<file path="config.mk">
export PLATFORM = sky130hd
export DESIGN_NAME = sm_input_filter
export DESIGN_NICKNAME = d
export VERILOG_FILES = /design/src/rtl/sm_filter_channel.sv /design/src/rtl/sm_input_filter.sv
export SDC_FILE = /design/constraint.sdc
export NUM_CORES = 1
export LEC_CHECK = 0
export CORE_ASPECT_RATIO = 0.75
export CORE_MARGIN = 4
export CORE_UTILIZATION = 30
export CTS_CLUSTER_SIZE = 30
export DETAILED_ROUTE_END_ITERATION = 10
export SLEW_MARGIN = 5
export SYNTH_ARGS = -nofsm -noshare
export SYNTH_HDL_FRONTEND = slang
export SYNTH_SLANG_ARGS = --single-unit
</file>
<file path="constraint.sdc">
create_clock -name clk -period 5.3 [get_ports clk]
set_input_delay 1.59 -clock clk [delete_from_list [all_inputs] [get_ports clk]]
set_output_delay 1.59 -clock clk [all_outputs]
set_load 0.01 [all_outputs]
</file>
<file path="src/rtl/sm_filter_channel.sv">
// One input channel: synchroniser chain, stability counter, filtered level and edge flags.
module sm_filter_channel #(
  parameter int unsigned SYNC_STAGES = 2,
  parameter int unsigned CNT_W       = 16,
  parameter logic        RESET_BIT   = 1'b0
) (
  input  logic             clk,
  input  logic             rst_n,
  input  logic             d,
  input  logic [CNT_W-1:0] stable_cycles,
  output logic             q,
  output logic             rise,
  output logic             fall,
  output logic             upd
);

  localparam logic [CNT_W-1:0] MIN_THR = CNT_W'(1);

  logic [SYNC_STAGES-1:0] sync_q;
  logic [CNT_W-1:0]       cnt;
  logic [CNT_W-1:0]       thr;
  logic [CNT_W:0]         cnt_inc;
  logic                   s;

  assign s       = sync_q[SYNC_STAGES-1];
  assign thr     = (stable_cycles == '0) ? MIN_THR : stable_cycles;
  // One extra bit keeps the compare exact even when cnt sits at its maximum.
  assign cnt_inc = {1'b0, cnt} + (CNT_W+1)'(1);
  assign upd     = (s != q) && (cnt_inc >= {1'b0, thr});

  always_ff @(posedge clk or negedge rst_n) begin
    if (!rst_n) begin
      sync_q <= {SYNC_STAGES{RESET_BIT}};
      q      <= RESET_BIT;
      cnt    <= '0;
      rise   <= 1'b0;
      fall   <= 1'b0;
    end else begin
      sync_q <= {sync_q[SYNC_STAGES-2:0], d};
      rise   <= 1'b0;
      fall   <= 1'b0;
      if (upd) begin
        q    <= s;
        cnt  <= '0;
        rise <= s;
        fall <= ~s;
      end else if (s == q) begin
        cnt  <= '0;
      end else begin
        cnt  <= cnt_inc[CNT_W-1:0];
      end
    end
  end

endmodule

</file>
<file path="src/rtl/sm_input_filter.sv">
// Multi-channel input conditioner: synchronise, deglitch, and report level changes.
module sm_input_filter #(
  parameter int unsigned       WIDTH       = 4,
  parameter int unsigned       SYNC_STAGES = 2,
  parameter int unsigned       CNT_W       = 16,
  parameter logic [WIDTH-1:0]  RESET_VAL   = '0
) (
  input  logic             clk,
  input  logic             rst_n,
  input  logic [WIDTH-1:0] d,
  input  logic [CNT_W-1:0] stableCycles,
  output logic [WIDTH-1:0] q,
  output logic [WIDTH-1:0] rise,
  output logic [WIDTH-1:0] fall,
  output logic             changed
);

  logic [WIDTH-1:0] upd;

  for (genvar g = 0; g < WIDTH; g++) begin : g_ch
    sm_filter_channel #(
      .SYNC_STAGES (SYNC_STAGES),
      .CNT_W       (CNT_W),
      .RESET_BIT   (RESET_VAL[g])
    ) u_ch (
      .clk           (clk),
      .rst_n         (rst_n),
      .d             (d[g]),
      .stable_cycles (stableCycles),
      .q             (q[g]),
      .rise          (rise[g]),
      .fall          (fall[g]),
      .upd           (upd[g])
    );
  end

  // Registered from the channels' update terms so it lands on the same edge as rise/fall.
  always_ff @(posedge clk or negedge rst_n) begin
    if (!rst_n) changed <= 1'b0;
    else        changed <= |upd;
  end

endmodule

</file>
==> impl_metrics.py, run 1 <==
metrics = {
    "place": {
        "io_buffers": 34,
        "dp_hpwl_mm": 9.58,
        "finalWeightedCongestion": 0.781,
        "dp.cells": 793,
    },
    "global_route": {
        "grt_max_degree": 66,
        "overflow": 0,
        "grt_pass1_wl_mm": 20.6,
        "grt_pass1_vias": 4014,
        "grt_usage_pct": 13.2,
        "antenna_found_initial": 0,
    },
    "sta": {
        "finalSetupViolations": 0,
        "hold_viol": 0,
        "fmax_ghz": 0.241,
        "drv_slew": 0,
        "finalCritPeriodShare_pct": 78.3,
        "rsz0062_at_grt": "no",
        "clock-skew-final_ns": 0.00845,
        "maxSlewHeadroom_pct": 34.3,
        "worstMarginPinSlew_ns": 0.983,
        "min_period_ns": 4.15,
        "setup_tns_ns": 0,
    },
    "pwr": {
        "pwr-share-seq_pct": 48.2,
        "switching_share_pct": 26.0,
        "ir_worst_vdd_mv": 0.137,
        "p_comb_share_pct": 8.8,
        "p_int_mw": 1.03,
        "p_leak_nw": 3.13,
        "p_sw_uw": 361,
        "p_clk_share_pct": 42.9,
        "power_density_nw_per_um2": 224,
    },
    "floorplanning": {
        "start_util_pct": 30.6,
        "die-height_um": 124,
        "rows": 42,
        "dieArea_sq_um": 20200,
        "core_area_sq_um": 17700,
        "fp.dieW_um": 163,
        "ios": 35,
    },
    "clock_network": {
        "numClockSinks": 85,
        "numCtsBuffers": 9,
        "cts_setup_buffers": 0,
        "cts-resized-gates": 0,
        "h-tree-depth": 3,
        "cts_hold_buffers": 0,
        "clock_latency_ns": 0.35,
        "cts-root-buf": "clkbuf_16",
        "clk_pin_slew_worst_paths_ns": 0.06,
        "cts_tree": "yes",
        "clk_path_buf_depth": 2,
    },
    "logic_synthesis": {
        "synth-adder-area-share_pct": 15.8,
        "syn_nets": 623,
        "yosys.area_share.simple_pct": 22.5,
        "yosysWarnings": 0,
        "synth_compound_area_share_pct": 7.35,
        "synth.area.top_cells": "dfrtp_1 39%, ha_1 16%, xnor2_1 5.0%",
        "yosys_most_used_dff": "dfrtp_1",
        "synth-xor-area-share_pct": 9.90,
        "muxShareOfSynthArea_pct": 0.974,
        "post-synth-top-count-cell": "dfrtp_1",
        "syn_area_sq_um": 5400,
        "ys_seq_area_share_pct": 39.4,
        "synth_edf_count": 0,
        "synth_top_family_by_area": "simple AND/OR/NAND/NOR gates",
        "avgSynthCellArea_sq_um": 10.1,
        "synth_largest_area_cell": "dfrtp_1",
        "synth.top_cells.by_count": "85 x dfrtp_1, 68 x ha_1, 42 x nor2b_1, 31 x xnor2_1",
        "synth.distinct_cells": 53,
        "ys_ff_latch": 85,
        "syn_inst": 533,
        "synth_top_area_share_pct": 39.4,
        "synthArstFlopShare_pct": 100,
    },
    "run_status": {
        "outcome": "completed",
    },
    "detailed_routing": {
        "avgViaCountPerCell": 4.90,
        "drt-total-wl_mm": 12.7,
        "dr.first_iter.drc_count": 213,
        "wl_per_cell_um": 15.7,
        "remaining_drc_errors": 0,
        "drtPass1Iterations": 4,
        "vias": 3968,
        "ant_nets": 0,
    },
    "layout": {
        "diodes": 0,
        "layout-drive-gt1-share_pct": 5.29,
        "instances_no_fill": 809,
        "syn2layout_area_growth_pct": 15.0,
        "fin_nets": 652,
    },
    "worst_hold_path": {
        "hp-class": "flip-flop to flip-flop",
    },
    "setup_path": {
        "cp_max_fo": 15,
        "r2r_slack_ns": 1.77,
        "critical_path_class": "primary input to flip-flop",
        "cp-start-kind": "primary input",
        "crit_arrival_ns": 4.41,
        "end_kind": "flip-flop",
        "cp.required_ns": 5.56,
    },
    "run": {
        "max_cap_viol_count": 0,
    },
}
placed cells by master, fill, tap and decap left out, drive strengths merged, types with 9 or more instances in the layout:
cell | netlist | routed
clkbuf | 3 | 10
a21o | 9 | 9
nor2b | 42 | 42
a21oi | 15 | 15
nand4 | 22 | 22
nand3 | 30 | 30
dfrtp | 85 | 85
clkdlybuf4s50 | 0 | 33
xor2 | 30 | 30
ha | 68 | 68
xnor2 | 31 | 31
nor3 | 9 | 9
nor2 | 30 | 30
nand2 | 28 | 28
and3 | 26 | 26
inv | 24 | 26
state kept, by name, summed over array words and instances, names as in the netlist:
name / cells
g_ch.u_ch.q: 4
g_ch.u_ch.fall: 4
g_ch.u_ch.sync_q: 8
g_ch.u_ch.rise: 4
g_ch.u_ch.cnt: 64
changed: 1
routing by layer:
layer  up-vias  wire (um)  track usage, %
met3        10        462            3.77
met1      1967       6140            17.7
met2        58       5940            21.2
met5         -          0               0
met4         0        124            3.20
li1       1933          -               -
final cells by class:
| cell class | instances | area (sq um) |
|---|---|---|
| Multi-Input combinational cell | 405 | 3050 |
| Tap cell | 242 | 303 |
| Clock inverter | 6 | 47.5 |
| Timing Repair Buffer | 37 | 360 |
| Fill cell | 1784 | 11500 |
| Clock buffer | 10 | 229 |
| Inverter | 24 | 90.1 |
| Sequential cell | 85 | 2130 |
power groups by stage:
| stage | registers (mW) | logic, mW | clock network, mW |
|---|---|---|---|
| final | 0.670 | 0.123 | 0.596 |
| after global routing | 0.671 | 0.141 | 0.645 |
| after CTS | 0.670 | 0.125 | 0.618 |
| after detailed placement | 0.682 | 0.124 | 0 |
| after global placement | 0.681 | 0.118 | 0 |
| after floorplan | 0.679 | 0.0654 | 0 |
per-stage QoR:
stage / instance area, sq um / util, % / hold slack [ns] / power, mW / setup slack, ns
detailed placement: 5930 / 33.6 / 0.336 / 0.806 / 0.853
CTS: 6200 / 35.1 / 0.358 / 1.41 / 1.22
global route: 6200 / 35.1 / 0.360 / 1.46 / 0.873
global placement: 5930 / 33.6 / 0.335 / 0.799 / 0.908
finish: 6200 / 35.1 / 0.355 / 1.39 / 1.15
floorplan: 5400 / - / 0.331 / 0.745 / 1.70
cells by family after synthesis:
group,Yosys count
and+or+nand+nor,216
DFF,85
adders and majority gates,68
xor gates and xnor gates,61
AOI/OAI and AO/OA,56
buffers and inverters,43
muxes,4
final timing paths:
check | start | depth (start not counted) | to
setup / recovery | stableCycles[1] | 10 | g_ch[3].u_ch.cnt[3]
hold / removal | g_ch[2].u_ch.sync_q[0] | 0 | g_ch[2].u_ch.sync_q[1]
setup reg to reg | g_ch[0].u_ch.cnt[0] | 13 | changed
hold reg to reg | g_ch[2].u_ch.sync_q[0] | 0 | g_ch[2].u_ch.sync_q[1]
max in group asynchronous | rst_n | 2 | g_ch[2].u_ch.cnt[7]
min in group asynchronous | rst_n | 1 | g_ch[0].u_ch.rise
worst max-delay path: stages:
cell and delay (ns):
clkdlybuf4s50_1 0.44, nor4_1 0.32, a41o_1 0.33, ha_1 0.27, inv_1 0.05, a21oi_1 0.05, a2111oi_0 0.36, o22a_1 0.25
nand3_1 0.46, nor2b_1 0.28
(Power assumes the default switching activity.)
==> run 2, diff against run 1 <==
Clock period 5.3 ns to 3.5 ns, I/O delays scaled along.
==> run 2 against run 1 <==
  * Sequential power grew 52%
  * Count of clock-buffer cells in the layout is the same
  * Clock power grew 78%
  * Non-clock buffer count grew 46
  * Via count grew 5.1%
  * Sequential share of layout area shrank 2.2 points
  * Register-to-register slack lost 1.6 ns
  * Largest cell class unchanged
  * Largest power group is now clock
==> impl_metrics.py, run 2 (synthesized netlist as in run 1, its figures left out) <==
metrics = {
    "run_status": {
        "outcome": "completed",
    },
    "layout": {
        "reg_top3": "g_ch.u_ch.cnt: 64 flops, g_ch.u_ch.sync_q: 8 flops",
        "syn2layout_area_growth_pct": 23.0,
        "fin_nets": 698,
        "layout_commonest_cell": "dfrtp_1",
        "final_cell_mix": "85 x dfrtp_1, 68 x ha_1, 49 x buf_4",
        "layout-drive-gt1-share_pct": 13.1,
        "fill_cells": 1754,
        "largest_reg_flops": 64,
        "diodes": 0,
        "regMostFlops": "g_ch.u_ch.cnt",
    },
    "sta": {
        "worst_slack_ns": 0.150,
        "worstMarginPinSlew_ns": 0.944,
        "min_period_ns": 3.35,
        "hold_viol": 0,
        "drv_slew": 0,
        "clock-skew-final_ns": 0.00673,
        "maxSlewHeadroom_pct": 36.9,
        "rsz0062_at_grt": "no",
        "fmax_ghz": 0.298,
        "setup_tns_ns": 0,
        "finalCritPeriodShare_pct": 95.7,
        "finalSetupViolations": 0,
    },
    "setup_path": {
        "crit-reg2reg-launch": "g_ch[2].u_ch.cnt[0]",
        "cp-start-kind": "flip-flop",
        "crit_arrival_ns": 3.61,
        "rr_worst_depth": 13,
        "startpoint": "g_ch[2].u_ch.cnt[0]",
        "end_kind": "flip-flop",
        "cp.required_ns": 3.76,
        "critical_path_class": "flip-flop to flip-flop",
        "r2r_slack_ns": 0.15,
        "cp_max_fo": 5,
        "rr_endpoint": "g_ch[2].u_ch.rise",
    },
    "worst_hold_path": {
        "hp-class": "flip-flop to flip-flop",
        "min_path_cells": 0,
        "worstHoldStart": "g_ch[1].u_ch.sync_q[0]",
        "min_to": "g_ch[1].u_ch.sync_q[1]",
    },
    "detailed_routing": {
        "drtPass1Iterations": 4,
        "wl_per_cell_um": 15.5,
        "dr.first_iter.drc_count": 193,
        "ant_nets": 0,
        "drt-total-wl_mm": 13.2,
        "avgViaCountPerCell": 4.88,
        "vias": 4170,
        "remaining_drc_errors": 0,
    },
    "clock_network": {
        "numClockSinks": 85,
        "clk_path_buf_depth": 2,
        "cts_tree": "yes",
        "numCtsBuffers": 9,
        "clk_pin_slew_worst_paths_ns": 0.06,
        "h-tree-depth": 3,
        "clock_latency_ns": 0.35,
        "cts_hold_buffers": 0,
        "cts-root-buf": "clkbuf_16",
    },
    "global_route": {
        "overflow": 0,
        "grt_pass1_wl_mm": 21.9,
        "grt_pass1_vias": 4353,
        "antenna_found_initial": 0,
        "grt_max_degree": 52,
        "grt_usage_pct": 13.9,
    },
    "floorplanning": {
        "core_area_sq_um": 17700,
        "die-height_um": 124,
        "ios": 35,
        "fp.dieW_um": 163,
        "dieArea_sq_um": 20200,
        "rows": 42,
        "start_util_pct": 30.6,
    },
    "pwr": {
        "p_clk_share_pct": 46.1,
        "p_int_mw": 1.75,
        "power_density_nw_per_um2": 346,
        "ir_worst_vdd_mv": 0.253,
        "p_comb_share_pct": 9.8,
        "switching_share_pct": 23.8,
        "pwr-share-seq_pct": 44.2,
        "p_leak_nw": 3.39,
        "p_sw_uw": 548,
    },
    "place": {
        "dp_hpwl_mm": 10.5,
        "io_buffers": 34,
        "dp_slack_ns": -0.223,
        "finalWeightedCongestion": 0.908,
    },
    "run": {
        "max_cap_viol_count": 0,
    },
}
## run 2: cell count changes in the layout (fill, tap and decap cells not counted), sizes merged
cell    change
buf        +46
inv         -1
bufinv      +2
clkinv      -1
## run 2: how the worst max path moves through the flow
stage,endpoint,slack [ns],depth (start not counted)
2_1_floorplan,changed,0.44,9
3_5_place_dp,changed,-0.22,10
4_1_cts,changed,0.13,12
6_report,g_ch[2].u_ch.rise,0.15,13
5_1_grt,g_ch[0].u_ch.q,0.01,10
3_3_place_gp,changed,-0.19,10
## run 2: metrics by stage
| stage | instances | total power [mW] | utilization [%] | hold slack (ns) | cell area (sq um) |
|---|---|---|---|---|---|
| floorplan | 533 | 1.13 | - | 0.331 | 5400 |
| global placement | 839 | 1.25 | 35.6 | 0.333 | 6290 |
| detailed placement | 839 | 1.26 | 35.6 | 0.337 | 6290 |
| CTS | 855 | 2.33 | 37.5 | 0.351 | 6620 |
| global route | 855 | 2.40 | 37.6 | 0.368 | 6640 |
| finish | 855 | 2.30 | 37.6 | 0.349 | 6640 |
## run 2: final cells by class
type,count,area [sq um],area share (%)
Sequential cell,85,2130,32.0
Inverter,24,90.1,1.36
Clock inverter,6,93.8,1.41
Tap cell,242,303,4.56
Multi-Input combinational cell,405,3070,46.2
Timing Repair Buffer,83,718,10.8
Clock buffer,10,239,3.60
## run 2: worst max-delay path: stages, from the launching register on
cell	delay [ns]
dfrtp_1	0.44
ha_1	0.26
and4_1	0.25
and4_1	0.23
and3_1	0.19
xor2_1	0.16
ha_1	0.31
nand4_1	0.13
nor4_1	0.39
nor3_1	0.10
o211a_1	0.26
and2_1	0.19
buf_4	0.15
nor3b_1	0.19
## run 2: power groups by stage
stage | logic [mW] | clock network [mW] | registers (mW)
2_1_floorplan | 0.0990 | 0 | 1.03
6_report | 0.224 | 1.06 | 1.02
4_1_cts | 0.225 | 1.09 | 1.01
3_5_place_dp | 0.224 | 0 | 1.03
3_3_place_gp | 0.215 | 0 | 1.03
5_1_grt | 0.254 | 1.13 | 1.02
## run 2: what timing repair did
| item | 4_1_cts | 5_1_grt |
|---|---|---|
| endpoints found under the setup margin | 0 | 23 |
| setup buffers | 0 | 0 |
| gates resized for setup | 0 | 6 |
## run 2: per-layer routing
layer,track usage (%),share of wire (%),vias up
li1,-,-,2033
met4,5.92,2.6,0
met1,17.9,47,2039
met3,3.64,4.9,26
met2,22.4,46,72
met5,0,0,-
==> run 3, diff against run 2 <==
Settings changed: GPL_ROUTABILITY_DRIVEN from default to 1, MAX_ROUTING_LAYER from default to met4, PLACE_DENSITY from default to 0.46.
==> run 3 against run 2 <==
  * Wire length grew 1.4%
  * Clock power about the same
  * Worst hold slack got worse by 0.0022 ns
  * Via count down 3.1%
  * First-iteration DRC count is 10% lower
  * Cell count fell by 0.12%
  * Die area is the same
  * Sequential power barely moved
  * Sequential share of layout area shrank 0.36 points
  * Register-to-register slack better by 0.11 ns
  * Global-route usage up 0.29 points
  * Critical path depth decreased by 2
==> impl_metrics.py, run 3 (synthesized netlist as in run 1, its figures left out) <==
metrics = {
    "run_status": {
        "outcome": "completed",
    },
    "detailed_routing": {
        "ant_nets": 0,
        "wl_per_cell_um": 15.7,
        "drt-total-wl_mm": 13.4,
        "drtPass1Iterations": 4,
        "remaining_drc_errors": 0,
        "dr.first_iter.drc_count": 173,
        "avgViaCountPerCell": 4.73,
        "vias": 4039,
    },
    "setup_path": {
        "cp-start-kind": "primary input",
        "cp_max_fo": 19,
        "critical_path_class": "primary input to flip-flop",
        "cp.required_ns": 3.73,
        "end_kind": "flip-flop",
        "crit_arrival_ns": 3.68,
    },
    "pwr": {
        "p_comb_share_pct": 10.2,
        "p_clk_share_pct": 45.8,
        "ir_worst_vdd_mv": 0.228,
        "switching_share_pct": 23.9,
        "p_sw_uw": 551,
        "pwr-share-seq_pct": 44.0,
        "p_int_mw": 1.75,
        "finalPower_mw": 2.31,
        "p_leak_nw": 3.39,
        "power_density_nw_per_um2": 343,
    },
    "place": {
        "finalWeightedCongestion": 0.797,
        "dp_hpwl_mm": 10.4,
        "place_area_sq_um": 6310,
        "io_buffers": 34,
    },
    "global_route": {
        "antenna_found_initial": 0,
        "overflow": 0,
        "grt_pass1_wl_mm": 21.6,
        "grt_usage_pct": 14.2,
        "grt_pass1_vias": 4149,
        "grt_max_degree": 48,
    },
    "sta": {
        "min_period_ns": 3.45,
        "fmax_ghz": 0.290,
        "clock-skew-final_ns": 0.00906,
        "hold_viol": 0,
        "maxSlewHeadroom_pct": 35.3,
        "drv_slew": 0,
        "worstMarginPinSlew_ns": 0.967,
        "finalSetupViolations": 0,
        "finalCritPeriodShare_pct": 98.6,
    },
    "layout": {
        "final_cell_mix": "85 x dfrtp_1, 67 x ha_1, 44 x buf_4",
        "fin_nets": 697,
        "final_area_sq_um": 6710,
        "largest_reg_flops": 64,
        "regMostFlops": "g_ch.u_ch.cnt",
        "final_core_util_pct": 38.0,
        "diodes": 0,
        "fill_cells": 1754,
        "layout_commonest_cell": "dfrtp_1",
        "syn2layout_area_growth_pct": 24.4,
        "layout-drive-gt1-share_pct": 13.9,
        "reg_top3": "g_ch.u_ch.cnt: 64 flops, g_ch.u_ch.sync_q: 8 flops",
    },
    "floorplanning": {
        "ios": 35,
        "start_util_pct": 30.6,
        "die-height_um": 124,
        "core_area_sq_um": 17700,
        "dieArea_sq_um": 20200,
        "fp.dieW_um": 163,
        "rows": 42,
    },
    "run": {
        "max_cap_viol_count": 0,
    },
    "clock_network": {
        "cts-root-buf": "clkbuf_16",
        "clock_latency_ns": 0.34,
        "h-tree-depth": 3,
        "numCtsBuffers": 9,
        "clk_pin_slew_worst_paths_ns": 0.06,
        "clk_path_buf_depth": 2,
        "numClockSinks": 85,
        "cts_tree": "yes",
    },
    "worst_hold_path": {
        "hp-class": "flip-flop to flip-flop",
    },
}
[run 3: layout make-up]
class / count / area [sq um] / area share (%)
sequential: 85 / 2130 / 31.7
timing repair buffer: 82 / 752 / 11.2
clock buffer: 11 / 243 / 3.62
multi-input combinational: 405 / 3110 / 46.4
tap: 242 / 303 / 4.51
clock inverter: 5 / 82.6 / 1.23
inverter: 24 / 93.8 / 1.40
[run 3: power groups by stage]
stage,Clock [mW],Sequential (mW),Combinational (mW)
finish,1.06,1.01,0.236
detailed placement,0,1.03,0.230
CTS,1.10,1.01,0.233
global placement,0,1.03,0.223
floorplan,0,1.03,0.0990
global route,1.13,1.02,0.267
[run 3: critical path, cell delays in order]
cell,delay (ns)
clkdlybuf4s50_1,0.45
nor4_2,0.30
buf_4,0.16
a41o_4,0.26
ha_1,0.13
inv_1,0.03
or4_1,0.53
a31oi_2,0.22
a211oi_2,0.08
buf_6,0.17
mux2_4,0.29
[run 3: path summary, 6_finish.rpt]
| kind | start | end | slack (ns) | cells past startpoint |
|---|---|---|---|---|
| min in group asynchronous | rst_n | g_ch[0].u_ch.rise | 0.74 | 1 |
| worst min register to register | g_ch[0].u_ch.sync_q[0] | g_ch[0].u_ch.sync_q[1] | 0.35 | 0 |
| worst max register to register | g_ch[0].u_ch.cnt[0] | g_ch[0].u_ch.q | 0.26 | 12 |
| worst max-delay path | stableCycles[9] | g_ch[0].u_ch.q | 0.05 | 11 |
| max in group asynchronous | rst_n | changed | 2.11 | 2 |
| worst min-delay path | g_ch[0].u_ch.sync_q[0] | g_ch[0].u_ch.sync_q[1] | 0.35 | 0 |
[run 3: layer usage]
metal | GRT usage, % | wire length (um) | up-vias
met2 | 22.5 | 6250 | 51
met5 | - | 0 | -
li1 | - | - | 2024
met4 | 3.20 | 184 | 0
met3 | 2.75 | 436 | 12
met1 | 19.1 | 6550 | 1952
[run 3: through the flow]
step	cells	worst slack, ns	setup TNS [ns]	hold WS (ns)
2_1_floorplan	533	0.436	0	0.331
3_5_place_dp	837	-0.491	-25.12	0.336
3_3_place_gp	837	-0.437	-19.62	0.334
6_report	854	0.0501	0	0.347
5_1_grt	854	-0.0205	-0.0356	0.355
4_1_cts	853	0.00899	0	0.351
[run 3: repair_timing]
item | CTS | global route
pin swaps | 0 | 5
setup endpoints to repair | 22 | 31
hold buffers | 0 | 0
resized for setup | 4 | 11
buffers inserted | 0 | 1
